$ cat config.mk
export PLATFORM = sky130hd
export DESIGN_NAME = spi_io_master
export DESIGN_NICKNAME = d
export VERILOG_FILES = /design/src/rtl/rcpu_io_pkg.sv /design/src/rtl/spi_byte_engine.sv /design/src/rtl/spi_io_master.sv
export SDC_FILE = /design/constraint.sdc
export NUM_CORES = 1
export LEC_CHECK = 0
export CORE_ASPECT_RATIO = 2
export CORE_MARGIN = 2
export CORE_UTILIZATION = 45
export CTS_CLUSTER_DIAMETER = 50
export DETAILED_ROUTE_END_ITERATION = 10
export PLACE_DENSITY = 0.88
export SKIP_CTS_REPAIR_TIMING = 1
export SYNTH_ARGS = -nofsm -noshare
export SYNTH_HDL_FRONTEND = slang
export SYNTH_SLANG_ARGS = --single-unit
$ cat constraint.sdc
create_clock -name clk -period 2.4 [get_ports clk]
set_input_delay 0.36 -clock clk [delete_from_list [all_inputs] [get_ports clk]]
set_output_delay 0.36 -clock clk [all_outputs]
set_load 0.01 [all_outputs]
$ cat src/rtl/rcpu_io_pkg.sv
// rcpu I/O map shared by the bus peripherals: one-hot address bit indices
// (bit 0 is the MSB) plus the SPI master status-word layout and FSM states.
package rcpu_io_pkg;

    localparam int IO_PMOD_BIT = 2;
    localparam int IO_LED_BIT  = 12;
    localparam int IO_UART_BIT = 13;
    localparam int IO_DATA_BIT = 14;
    localparam int IO_CTRL_BIT = 15;

    localparam int STAT_CS_BIT      = 12;
    localparam int STAT_OVERRUN_BIT = 13;
    localparam int STAT_DONE_BIT    = 14;
    localparam int STAT_BUSY_BIT    = 15;

    typedef enum logic [1:0] {
        SPI_IDLE = 2'd0,
        SPI_LOW  = 2'd1,
        SPI_HIGH = 2'd2
    } spi_state_e;

endpackage

$ cat src/rtl/spi_byte_engine.sv
// Mode-0 MSB-first byte shifter: SCK divider, IDLE/LOW/HIGH FSM, shift
// register and bit counter. Pulses done_pulse on the final SCK fall.
module spi_byte_engine
    import rcpu_io_pkg::*;
#(
    parameter int CLK_DIV = 2
) (
    input  logic       clk,
    input  logic       reset,
    input  logic       start,
    input  logic [7:0] tx_byte,
    input  logic       miso,
    output logic       sck,
    output logic       mosi,
    output logic       busy,
    output logic       done_pulse,
    output logic [7:0] rx_byte
);

    localparam logic [7:0] DIV_LAST = 8'(CLK_DIV - 1);

    spi_state_e state, state_nxt;
    logic [7:0] div_cnt;
    logic [2:0] bit_cnt;
    logic [7:0] shift;
    logic       half_done;

    assign half_done = (div_cnt == DIV_LAST);
    assign busy      = (state != SPI_IDLE);

    always_ff @(posedge clk) begin
        if (reset) begin
            state <= SPI_IDLE;
        end else begin
            state <= state_nxt;
        end
    end

    always_comb begin
        state_nxt  = state;
        done_pulse = 1'b0;
        case (state)
            SPI_IDLE: begin
                if (start) state_nxt = SPI_LOW;
            end
            SPI_LOW: begin
                if (half_done) state_nxt = SPI_HIGH;
            end
            SPI_HIGH: begin
                if (half_done) begin
                    if (bit_cnt == 3'd7) begin
                        state_nxt  = SPI_IDLE;
                        done_pulse = 1'b1;
                    end else begin
                        state_nxt = SPI_LOW;
                    end
                end
            end
            default: state_nxt = SPI_IDLE;
        endcase
    end

    // MISO shifts in on the rise; the next MOSI bit (now shift[7]) goes out on the fall.
    always_ff @(posedge clk) begin
        if (reset) begin
            sck     <= 1'b0;
            mosi    <= 1'b0;
            div_cnt <= 8'd0;
            bit_cnt <= 3'd0;
            shift   <= 8'h00;
            rx_byte <= 8'h00;
        end else begin
            case (state)
                SPI_IDLE: begin
                    if (start) begin
                        shift   <= tx_byte;
                        mosi    <= tx_byte[7];
                        div_cnt <= 8'd0;
                        bit_cnt <= 3'd0;
                    end
                end
                SPI_LOW: begin
                    if (half_done) begin
                        div_cnt <= 8'd0;
                        sck     <= 1'b1;
                        shift   <= {shift[6:0], miso};
                    end else begin
                        div_cnt <= div_cnt + 8'd1;
                    end
                end
                SPI_HIGH: begin
                    if (half_done) begin
                        div_cnt <= 8'd0;
                        sck     <= 1'b0;
                        if (bit_cnt == 3'd7) begin
                            rx_byte <= shift;
                        end else begin
                            bit_cnt <= bit_cnt + 3'd1;
                            mosi    <= shift[7];
                        end
                    end else begin
                        div_cnt <= div_cnt + 8'd1;
                    end
                end
                default: ;
            endcase
        end
    end

endmodule

$ cat src/rtl/spi_io_master.sv
// rcpu I/O-bus SPI master: bus decode, software-owned chip select, done and
// overrun flags, and the combinational read word for the top-level mux.
module spi_io_master
    import rcpu_io_pkg::*;
#(
    parameter int DATA_BIT = IO_DATA_BIT,
    parameter int CTRL_BIT = IO_CTRL_BIT,
    parameter int CLK_DIV  = 2
) (
    input  logic        clk,
    input  logic        reset,
    input  logic        io_read_enable,
    input  logic        io_write_enable,
    input  logic [0:15] io_address,
    input  logic [0:15] io_write_data,
    output logic [0:15] rdata,
    output logic        busy,
    output logic        spi_sck,
    output logic        spi_mosi,
    output logic        spi_cs_n,
    input  logic        spi_miso
);

    logic        wr_data, wr_ctrl, rd_data;
    logic        start, ctrl_clear, done_pulse;
    logic        done, overrun;
    logic [7:0]  rx_byte;
    logic [0:15] status;

    assign wr_data    = io_write_enable & io_address[DATA_BIT];
    assign wr_ctrl    = io_write_enable & io_address[CTRL_BIT];
    assign rd_data    = io_read_enable & io_address[DATA_BIT];
    assign start      = wr_data & ~busy;
    assign ctrl_clear = wr_ctrl & ~busy & io_write_data[14];

    spi_byte_engine #(
        .CLK_DIV(CLK_DIV)
    ) u_engine (
        .clk       (clk),
        .reset     (reset),
        .start     (start),
        .tx_byte   (io_write_data[8:15]),
        .miso      (spi_miso),
        .sck       (spi_sck),
        .mosi      (spi_mosi),
        .busy      (busy),
        .done_pulse(done_pulse),
        .rx_byte   (rx_byte)
    );

    // Any write during a byte is dropped whole so CS can never move mid-byte.
    always_ff @(posedge clk) begin
        if (reset) begin
            spi_cs_n <= 1'b1;
            done     <= 1'b0;
            overrun  <= 1'b0;
        end else begin
            if (wr_ctrl && !busy) spi_cs_n <= ~io_write_data[15];

            if ((wr_data || wr_ctrl) && busy) begin
                overrun <= 1'b1;
            end else if (ctrl_clear) begin
                overrun <= 1'b0;
            end

            if (done_pulse) begin
                done <= 1'b1;
            end else if (rd_data || ctrl_clear || start) begin
                done <= 1'b0;
            end
        end
    end

    always_comb begin
        status                   = '0;
        status[STAT_CS_BIT]      = ~spi_cs_n;
        status[STAT_OVERRUN_BIT] = overrun;
        status[STAT_DONE_BIT]    = done;
        status[STAT_BUSY_BIT]    = busy;
        rdata                    = '0;
        if (io_address[DATA_BIT]) rdata = rdata | {8'd0, rx_byte};
        if (io_address[CTRL_BIT]) rdata = rdata | status;
    end

endmodule

==> impl_metrics.xml, run 1 <==
<?xml version="1.0" encoding="UTF-8"?>
<metrics>
  <group name="timing">
    <metric name="fin_setup_tns" unit="ns">0</metric>
    <metric name="rsz_0062_raised_after_global_routing" unit="">false</metric>
    <metric name="maxSlewViolCount" unit="">0</metric>
    <metric name="slew_limit_headroom" unit="%">64.4</metric>
    <metric name="final-setup-viol-count" unit="">0</metric>
    <metric name="clock_skews" unit="ns">0.00653</metric>
    <metric name="timing.final.crit_period" unit="ns">2.17</metric>
    <metric name="worst_pin_slew" unit="ns">0.529</metric>
    <metric name="hold_slack" unit="ns">0.466</metric>
    <metric name="max_clock_freq" unit="MHz">460</metric>
    <metric name="finalCritPeriodShare" unit="%">90.6</metric>
    <metric name="hold_viol" unit="">0</metric>
  </group>
  <group name="clocking">
    <metric name="worstSkewPairLatency" unit="ns">0.29</metric>
    <metric name="clk_path_buf_depth" unit="">2</metric>
    <metric name="cts.clk_slew.worst_paths" unit="ns">0.07</metric>
    <metric name="tritoncts" unit="">done</metric>
    <metric name="clkSinkCount" unit="">34</metric>
    <metric name="tritoncts_buffer_count" unit="">5</metric>
    <metric name="cts-htree-levels" unit="">2</metric>
    <metric name="root_buffer" unit="">clkbuf_8</metric>
  </group>
  <group name="synthesis">
    <metric name="ys_seq_area_share" unit="%">39.4</metric>
    <metric name="synth_largest_area_cell" unit="">dfxtp_1</metric>
    <metric name="synth_top_family_by_area" unit="">simple AND/OR/NAND/NOR gates</metric>
    <metric name="most_used_dff_post_synth" unit="">dfxtp_1</metric>
    <metric name="synthTopCellsByArea" unit="">dfxtp_1 39%, nor2_1 8.0%, ha_1 5.8%</metric>
    <metric name="ys.warnings.count" unit="">0</metric>
    <metric name="post_synth_xor_area_fraction" unit="%">3.55</metric>
    <metric name="synthCells" unit="">189</metric>
    <metric name="synthTopCellsByCount" unit="">37 x nor2_1, 34 x dfxtp_1, 9 x mux2i_1</metric>
    <metric name="synthMuxAreaShare" unit="%">5.87</metric>
    <metric name="basic_gate_share_of_the_synthesized_area_counting_and_or_nand_and_nor_cells" unit="%">21.5</metric>
    <metric name="postSynthAreaPerCell" unit="µm²">9.14</metric>
    <metric name="yosys.cell_count.top_type" unit="">nor2_1</metric>
    <metric name="synthArstFlopShare" unit="%">0</metric>
    <metric name="netlist-cell-type-count" unit="">47</metric>
    <metric name="synth_seq_cells" unit="">34</metric>
    <metric name="synth.cell_area" unit="µm²">1730</metric>
    <metric name="synthDominantCellAreaShare" unit="%">39.4</metric>
    <metric name="synth_enable_flop_cells" unit="">0</metric>
    <metric name="synth-compound-area-share" unit="%">17.1</metric>
    <metric name="synth_adder_area_share" unit="%">5.80</metric>
  </group>
  <group name="placement">
    <metric name="number_of_buffer_cells_added_on_primary_ports" unit="">26</metric>
    <metric name="dp.final_hpwl" unit="µm">3010</metric>
    <metric name="rd_place_congestion" unit="">0.886</metric>
    <metric name="cell_count_after_placement" unit="">266</metric>
  </group>
  <group name="die">
    <metric name="die_w" unit="µm">47.8</metric>
    <metric name="initial_utilization" unit="%">47.4</metric>
    <metric name="std_cell_rows" unit="">31</metric>
    <metric name="chipHeight" unit="µm">91.6</metric>
    <metric name="core" unit="µm²">3650</metric>
    <metric name="floorplan.die_area" unit="µm²">4380</metric>
    <metric name="pin_count" unit="">57</metric>
  </group>
  <group name="setup_path">
    <metric name="crit_buf_inv" unit="">3</metric>
    <metric name="largest_delay_share_family_worst_path" unit="">buffers and inverters</metric>
    <metric name="worst_setup_start_kind" unit="">flip-flop</metric>
    <metric name="timing.critical_path.cells" unit="">inv_1, ha_1, inv_1, clkdlybuf4s50_1</metric>
    <metric name="worstPathMaxFanout" unit="">7</metric>
    <metric name="critical_path_class" unit="">flip-flop to output port</metric>
    <metric name="critical_path.endpoint_type" unit="">output port</metric>
    <metric name="timing.critical_path.slowest_stage_cell" unit="">clkdlybuf4s50_1</metric>
    <metric name="cp_common_cell" unit="">inv_1</metric>
    <metric name="critical-path-max-stage-delay" unit="ns">0.57</metric>
    <metric name="worstPathArrival" unit="ns">1.81</metric>
    <metric name="worst-endpoint-required" unit="ns">2.04</metric>
  </group>
  <group name="pwr">
    <metric name="power.combinational.fraction" unit="%">32.6</metric>
    <metric name="peakVddDrop" unit="mV">0.471</metric>
    <metric name="internal-power" unit="µW">1140</metric>
    <metric name="static-leakage-power" unit="µW">0.000915</metric>
    <metric name="p_sw_share" unit="%">32.4</metric>
    <metric name="power.sequential.fraction" unit="%">42.1</metric>
    <metric name="power_density" unit="nW/µm²">784</metric>
    <metric name="p_sw" unit="µW">546</metric>
    <metric name="total_power" unit="µW">1680</metric>
    <metric name="power.share.clock" unit="%">25.3</metric>
  </group>
  <group name="global_routing">
    <metric name="grt_overflow" unit="">0</metric>
    <metric name="grt_pass1_wl" unit="µm">6400</metric>
    <metric name="antenna_violations_before_repair" unit="">0</metric>
    <metric name="via_count_of_the_first_global_routing_pass" unit="">1526</metric>
    <metric name="grt_max_degree" unit="">14</metric>
    <metric name="global_route.usage.total" unit="%">20.4</metric>
  </group>
  <group name="status">
    <metric name="run_status" unit="">finished, final reports clean</metric>
  </group>
  <group name="detailed_routing">
    <metric name="detailroute.via_count" unit="">1485</metric>
    <metric name="wl" unit="µm">3830</metric>
    <metric name="drt_iter0_drc" unit="">44</metric>
    <metric name="viasPerCell" unit="">5.42</metric>
    <metric name="routedWlPerCell" unit="µm">14.0</metric>
    <metric name="final_antenna_net_count" unit="">0</metric>
    <metric name="route.detailed.drc" unit="">0</metric>
    <metric name="drt_pass1_iterations" unit="">5</metric>
  </group>
  <group name="cells_and_area">
    <metric name="fillerInstances" unit="">345</metric>
    <metric name="instances_no_fill" unit="">274</metric>
    <metric name="seqCellArea" unit="µm²">681</metric>
    <metric name="syn_to_final_growth" unit="%">24.3</metric>
    <metric name="share_of_post_route_cells_with_drive_strength_above_1" unit="%">14.7</metric>
    <metric name="antenna_diode_count" unit="">0</metric>
    <metric name="num-nets-final" unit="">269</metric>
    <metric name="multiInputGateArea" unit="µm²">960</metric>
  </group>
  <group name="min_path">
    <metric name="timing.hold.worst.class" unit="">flip-flop to flip-flop</metric>
  </group>
  <group name="flow_run">
    <metric name="maxCapViolCount" unit="">0</metric>
  </group>
</metrics>
## flip-flops by register name (all words and copies together) (netlist names)
register and count:
spi_cs_n 1, u_engine.sck 1, u_engine.bit_cnt 3, u_engine.shift 8, overrun 1, done 1
u_engine.div_cnt 8, u_engine.state 2, u_engine.rx_byte 8, u_engine.mosi 1
## power by group through the flow
stage          registers [µW]  logic [µW]  clock network, µW
2_1_floorplan             707         365                  0
3_3_place_gp              717         534                  0
3_5_place_dp              721         546                  0
4_1_cts                   708         551                434
5_1_grt                   720         611                460
6_report                  709         549                425
## layer usage
layer,vias up,share of wire [%],track usage (%)
li1,728,-,-
met1,695,35,18.7
met2,48,57,35.3
met3,14,4.1,4.97
met4,0,4.1,14.0
met5,-,0,0
## cell families (layout without fill, tap and decap cells)
family | count (synthesis) | after routing
simple gates | 71 | 71
fa+ha+maj | 8 | 8
other cells | 1 | 8
flops | 34 | 34
mux | 10 | 10
buf+inv | 21 | 50
compound gates | 37 | 37
xor+xnor | 7 | 7
## placed cells by master (no fill, tap or decap), types with 4 or more instances in the layout
master           synthesis  final
a21oi_1                  7      7
and2_1                   4      4
buf_4                    8      9
clkbuf_8                 0      6
clkdlybuf4s50_1          0     26
conb_1                   1      8
dfxtp_1                 34     34
ha_1                     8      8
inv_1                    7      7
mux2i_1                  9      9
nand2_1                  6      6
nand3_1                  4      4
nor2_1                  37     37
o21ai_0                  5      5
o221a_2                  8      8
xnor2_1                  4      4
## cell type report
| type | instances | share of cell area [%] |
|---|---|---|
| Clock buffer | 7 | 4.02 |
| Clock inverter | 1 | 0.233 |
| Inverter | 7 | 1.22 |
| Multi-Input combinational cell | 141 | 44.7 |
| Sequential cell | 34 | 31.7 |
| Tap cell | 49 | 2.86 |
| Timing Repair Buffer | 35 | 15.3 |
## through the flow
stage	utilization (%)	setup WS [ns]	area, µm²
finish	58.9	0.227	2150
global route	58.9	0.157	2150
CTS	58.9	0.242	2150
detailed placement	56.4	0.317	2060
global placement	56.4	0.312	2060
floorplan	-	0.726	1750
## path summary, 6_finish.rpt
check | start | end | slack [ns] | cells past startpoint
hold reg to reg | u_engine.mosi$_SDFFE_PP0P_ | u_engine.mosi$_SDFFE_PP0P_ | 0.47 | 2
setup reg to reg | u_engine.state[0]$_SDFFE_PP0P_ | u_engine.div_cnt[1]$_SDFFE_PP0P_ | 0.44 | 6
setup / recovery | u_engine.state[0]$_SDFFE_PP0P_ | busy | 0.23 | 4
hold / removal | u_engine.mosi$_SDFFE_PP0P_ | u_engine.mosi$_SDFFE_PP0P_ | 0.47 | 2
## worst register-to-register path, delay by kind of cell (launching register included)
| family | cells | cell delay (ns) |
|---|---|---|
| compound gates | 3 | 0.99 |
| flops | 1 | 0.35 |
| fa+ha+maj | 1 | 0.29 |
| simple gates | 1 | 0.14 |
| buf+inv | 1 | 0.09 |
Power figures use the tool's default switching activity.
==> inputs of run 2 (changes only) <==
--- a/config.mk
+++ b/config.mk
@@ -7,11 +7,13 @@
 export LEC_CHECK = 0
 export CORE_ASPECT_RATIO = 2
 export CORE_MARGIN = 2
-export CORE_UTILIZATION = 45
+export CORE_UTILIZATION = 27
 export CTS_CLUSTER_DIAMETER = 50
 export DETAILED_ROUTE_END_ITERATION = 10
-export PLACE_DENSITY = 0.88
+export PLACE_DENSITY = 0.6
 export SKIP_CTS_REPAIR_TIMING = 1
+export SKIP_LAST_GASP = 1
 export SYNTH_ARGS = -nofsm -noshare
 export SYNTH_HDL_FRONTEND = slang
+export SYNTH_HIERARCHICAL = 1
 export SYNTH_SLANG_ARGS = --single-unit
==> run 2 against run 1 <==
Effect of this change: first-iteration DRC count shrank 27%; critical path depth grew 6; sequential cell count is the same; clock power grew 73%; core utilization shrank 23 points; combinational power grew 16%; wire length grew 11%; setup slack lost 0.032 ns; clock skew shrank 0.0026 ns; total power grew 24%; largest cell class unchanged; highest routed layer unchanged.
==> impl_metrics.xml, run 2 <==
<?xml version="1.0" encoding="UTF-8"?>
<metrics>
  <group name="status">
    <metric name="run_status" unit="">finished, final reports clean</metric>
  </group>
  <group name="synthesis">
    <metric name="synthArstFlopShare" unit="%">0</metric>
    <metric name="synth_seq_cells" unit="">34</metric>
    <metric name="postSynthAreaPerCell" unit="µm²">9.07</metric>
    <metric name="ys_seq_area_share" unit="%">37.7</metric>
    <metric name="synthDominantCellAreaShare" unit="%">37.7</metric>
    <metric name="netlist-cell-type-count" unit="">46</metric>
    <metric name="synthTopCellsByArea" unit="">dfxtp_1 38%, nor2_1 8.1%, o221a_2 5.6%</metric>
    <metric name="synth_enable_flop_cells" unit="">0</metric>
    <metric name="most_used_dff_post_synth" unit="">dfxtp_1</metric>
    <metric name="yosys.cell_count.top_type" unit="">nor2_1</metric>
    <metric name="ys.warnings.count" unit="">6</metric>
    <metric name="synthTopCellsByCount" unit="">39 x nor2_1, 34 x dfxtp_1, 9 x inv_1, 9 x mux2i_1, 9 x o221a_2</metric>
    <metric name="synth.cell_area" unit="µm²">1800</metric>
    <metric name="synthCells" unit="">199</metric>
    <metric name="synth_largest_area_cell" unit="">dfxtp_1</metric>
  </group>
  <group name="cells_and_area">
    <metric name="fillerInstances" unit="">700</metric>
    <metric name="largestRegisters" unit="">u_engine/div_cnt (8), u_engine/rx_byte (8), u_engine/shift (8)</metric>
    <metric name="share_of_post_route_cells_with_drive_strength_above_1" unit="%">14.3</metric>
    <metric name="layout.cells.most_common" unit="">nor2_1</metric>
    <metric name="num-nets-final" unit="">275</metric>
    <metric name="syn_to_final_growth" unit="%">28.9</metric>
    <metric name="postLayoutCoreUtil" unit="%">35.4</metric>
    <metric name="antenna_diode_count" unit="">0</metric>
    <metric name="instances_no_fill" unit="">319</metric>
    <metric name="layout.cells.most_common_list" unit="">39 x nor2_1, 34 x dfxtp_1, 26 x clkdlybuf4s50_1</metric>
  </group>
  <group name="setup_path">
    <metric name="critical_path_class" unit="">flip-flop to flip-flop</metric>
    <metric name="worst_r2r_path_depth" unit="">10</metric>
    <metric name="worst-endpoint-required" unit="ns">2.59</metric>
    <metric name="crit_buf_inv" unit="">3</metric>
    <metric name="reg_to_reg_start" unit="">u_engine/state[0]$_SDFFE_PP0P_</metric>
    <metric name="critical_path.endpoint_type" unit="">flip-flop</metric>
    <metric name="timing.reg2reg.setup_slack" unit="ns">0.20</metric>
    <metric name="worst_setup_start_kind" unit="">flip-flop</metric>
    <metric name="r2r_end" unit="">u_engine/div_cnt[1]$_SDFFE_PP0P_</metric>
    <metric name="timing.critical_path.cells" unit="">inv_1, ha_1, inv_2, nor2b_4, and2_1, nor2b_1, buf_12, nor2_1, a21o_1, a211oi_1</metric>
    <metric name="worstPathArrival" unit="ns">2.39</metric>
    <metric name="critical-path-max-stage-delay" unit="ns">0.38</metric>
    <metric name="worstPathMaxFanout" unit="">15</metric>
    <metric name="timing.critical_path.slowest_stage_cell" unit="">dfxtp_1</metric>
    <metric name="largest_delay_share_family_worst_path" unit="">compound AO/OA/AOI/OAI gates</metric>
  </group>
  <group name="pwr">
    <metric name="power_density" unit="nW/µm²">895</metric>
    <metric name="static-leakage-power" unit="µW">0.000946</metric>
    <metric name="peakVddDrop" unit="mV">0.305</metric>
    <metric name="total_power" unit="µW">2080</metric>
  </group>
  <group name="timing">
    <metric name="clock_skews" unit="ns">0.00393</metric>
    <metric name="final-setup-viol-count" unit="">0</metric>
    <metric name="hold_slack" unit="ns">0.482</metric>
    <metric name="finalCritPeriodShare" unit="%">91.9</metric>
    <metric name="max_clock_freq" unit="MHz">454</metric>
    <metric name="fin_setup_tns" unit="ns">0</metric>
    <metric name="timing.final.crit_period" unit="ns">2.20</metric>
    <metric name="maxSlewViolCount" unit="">0</metric>
    <metric name="slew_limit_headroom" unit="%">64.9</metric>
    <metric name="hold_viol" unit="">0</metric>
    <metric name="rsz_0062_raised_after_global_routing" unit="">false</metric>
    <metric name="worst_pin_slew" unit="ns">0.526</metric>
  </group>
  <group name="detailed_routing">
    <metric name="drt_pass1_iterations" unit="">5</metric>
    <metric name="final_antenna_net_count" unit="">0</metric>
    <metric name="route.detailed.drc" unit="">0</metric>
    <metric name="wl" unit="µm">4230</metric>
    <metric name="routedWlPerCell" unit="µm">13.3</metric>
    <metric name="viasPerCell" unit="">4.74</metric>
    <metric name="detailroute.via_count" unit="">1512</metric>
    <metric name="drt_iter0_drc" unit="">32</metric>
  </group>
  <group name="die">
    <metric name="chipHeight" unit="µm">120</metric>
    <metric name="core" unit="µm²">6570</metric>
    <metric name="initial_utilization" unit="%">27.5</metric>
    <metric name="pin_count" unit="">57</metric>
    <metric name="std_cell_rows" unit="">42</metric>
    <metric name="die_w" unit="µm">61.8</metric>
    <metric name="floorplan.die_area" unit="µm²">7390</metric>
  </group>
  <group name="global_routing">
    <metric name="gr-usage-met3" unit="%">1.62</metric>
    <metric name="grt.busiest_layer" unit="">met2</metric>
    <metric name="global_route.usage.total" unit="%">11.9</metric>
    <metric name="grt_overflow" unit="">0</metric>
    <metric name="grt_pass1_wl" unit="µm">6610</metric>
    <metric name="groute.layer.met1.usage" unit="%">11.0</metric>
    <metric name="via_count_of_the_first_global_routing_pass" unit="">1519</metric>
    <metric name="antenna_violations_before_repair" unit="">0</metric>
    <metric name="grt_max_degree" unit="">19</metric>
    <metric name="globalRouteMet2Util" unit="%">23.1</metric>
  </group>
  <group name="clocking">
    <metric name="clkSinkCount" unit="">34</metric>
    <metric name="worstSkewPairLatency" unit="ns">0.28</metric>
    <metric name="root_buffer" unit="">clkbuf_16</metric>
    <metric name="tritoncts_buffer_count" unit="">5</metric>
    <metric name="cts.clk_slew.worst_paths" unit="ns">0.05</metric>
    <metric name="tritoncts" unit="">done</metric>
    <metric name="clk_path_buf_depth" unit="">2</metric>
    <metric name="cts-htree-levels" unit="">2</metric>
  </group>
  <group name="min_path">
    <metric name="hold_start" unit="">u_engine/bit_cnt[1]$_SDFFE_PP0P_</metric>
    <metric name="timing.hold.worst.class" unit="">flip-flop to flip-flop</metric>
    <metric name="min_to" unit="">u_engine/bit_cnt[1]$_SDFFE_PP0P_</metric>
    <metric name="hold_path_depth" unit="">2</metric>
  </group>
  <group name="placement">
    <metric name="dp.final_hpwl" unit="µm">3260</metric>
    <metric name="rd_place_congestion" unit="">0.785</metric>
    <metric name="number_of_buffer_cells_added_on_primary_ports" unit="">26</metric>
    <metric name="cell_count_after_placement" unit="">311</metric>
  </group>
  <group name="flow_run">
    <metric name="maxCapViolCount" unit="">0</metric>
  </group>
</metrics>
## run 2: how the worst max path moves through the flow
stage | from | end | slack [ns] | cells past startpoint
final | u_engine/state[0]$_SDFFE_PP0P_ | u_engine/div_cnt[1]$_SDFFE_PP0P_ | 0.20 | 10
after global routing | u_engine/state[0]$_SDFFE_PP0P_ | u_engine/div_cnt[1]$_SDFFE_PP0P_ | 0.02 | 10
after CTS | u_engine/state[0]$_SDFFE_PP0P_ | rdata[15] | 0.13 | 5
after detailed placement | io_address[14] | u_engine/div_cnt[6]$_SDFFE_PP0P_ | 0.16 | 7
after global placement | io_address[14] | u_engine/div_cnt[1]$_SDFFE_PP0P_ | 0.15 | 7
after floorplan | u_engine/state[0]$_SDFFE_PP0P_ | u_engine/div_cnt[1]$_SDFFE_PP0P_ | 0.41 | 9
## run 2: final cells by class
class	instances	area (µm²)	area share [%]
multi-input cells	147	993	42.7
flip-flops and latches	34	681	29.3
repair buffers	33	338	14.5
clock buffers	5	125	5.38
well taps	88	110	4.73
clock inverters	3	45.0	1.94
inverters	9	33.8	1.45
## run 2: per-stage QoR
step                      setup WS, ns  cell area (µm²)
after CTS                        0.127             2330
after global placement           0.149             2160
after detailed placement         0.158             2160
after global routing            0.0190             2330
final                            0.195             2330
after floorplan                  0.409             1830
## run 2: worst min-delay path: stages (launching register included)
cell	delay (ns)
dfxtp_1	0.31
o21ai_0	0.07
a21oi_1	0.06
## run 2: metal layers
metal	part of all wire [%]	routed length, µm
met1	38	1630
met2	58	2440
met3	2.0	85
met4	1.9	80
met5	0	0
## run 2: logic make-up (layout without fill, tap and decap cells)
group | count (synthesis) | after routing | share of synthesized area [%]
xor+xnor | 7 | 7 | 3.40
simple gates | 79 | 79 | 24.1
mux | 9 | 9 | 4.99
other cells | 1 | 8 | 0.208
buf+inv | 25 | 50 | 8.67
compound gates | 36 | 36 | 15.3
flops | 34 | 34 | 37.7
fa+ha+maj | 8 | 8 | 5.55
## run 2: power breakdown
group          leakage, µW  total, µW  internal [µW]  switching (µW)
combinational     0.000594        639            302             337
clock            0.0000760        735            489             246
sequential        0.000276        709            639            69.5
total             0.000946       2080           1430             652
==> inputs of run 3 (changes only) <==
--- a/config.mk
+++ b/config.mk
@@ -12,7 +12,6 @@
 export DETAILED_ROUTE_END_ITERATION = 10
 export PLACE_DENSITY = 0.6
 export SKIP_CTS_REPAIR_TIMING = 1
-export SKIP_LAST_GASP = 1
 export SYNTH_ARGS = -nofsm -noshare
 export SYNTH_HDL_FRONTEND = slang
 export SYNTH_HIERARCHICAL = 1
==> results of run 3 <==
Final layout, timing and power as in run 2 (identical DEF).
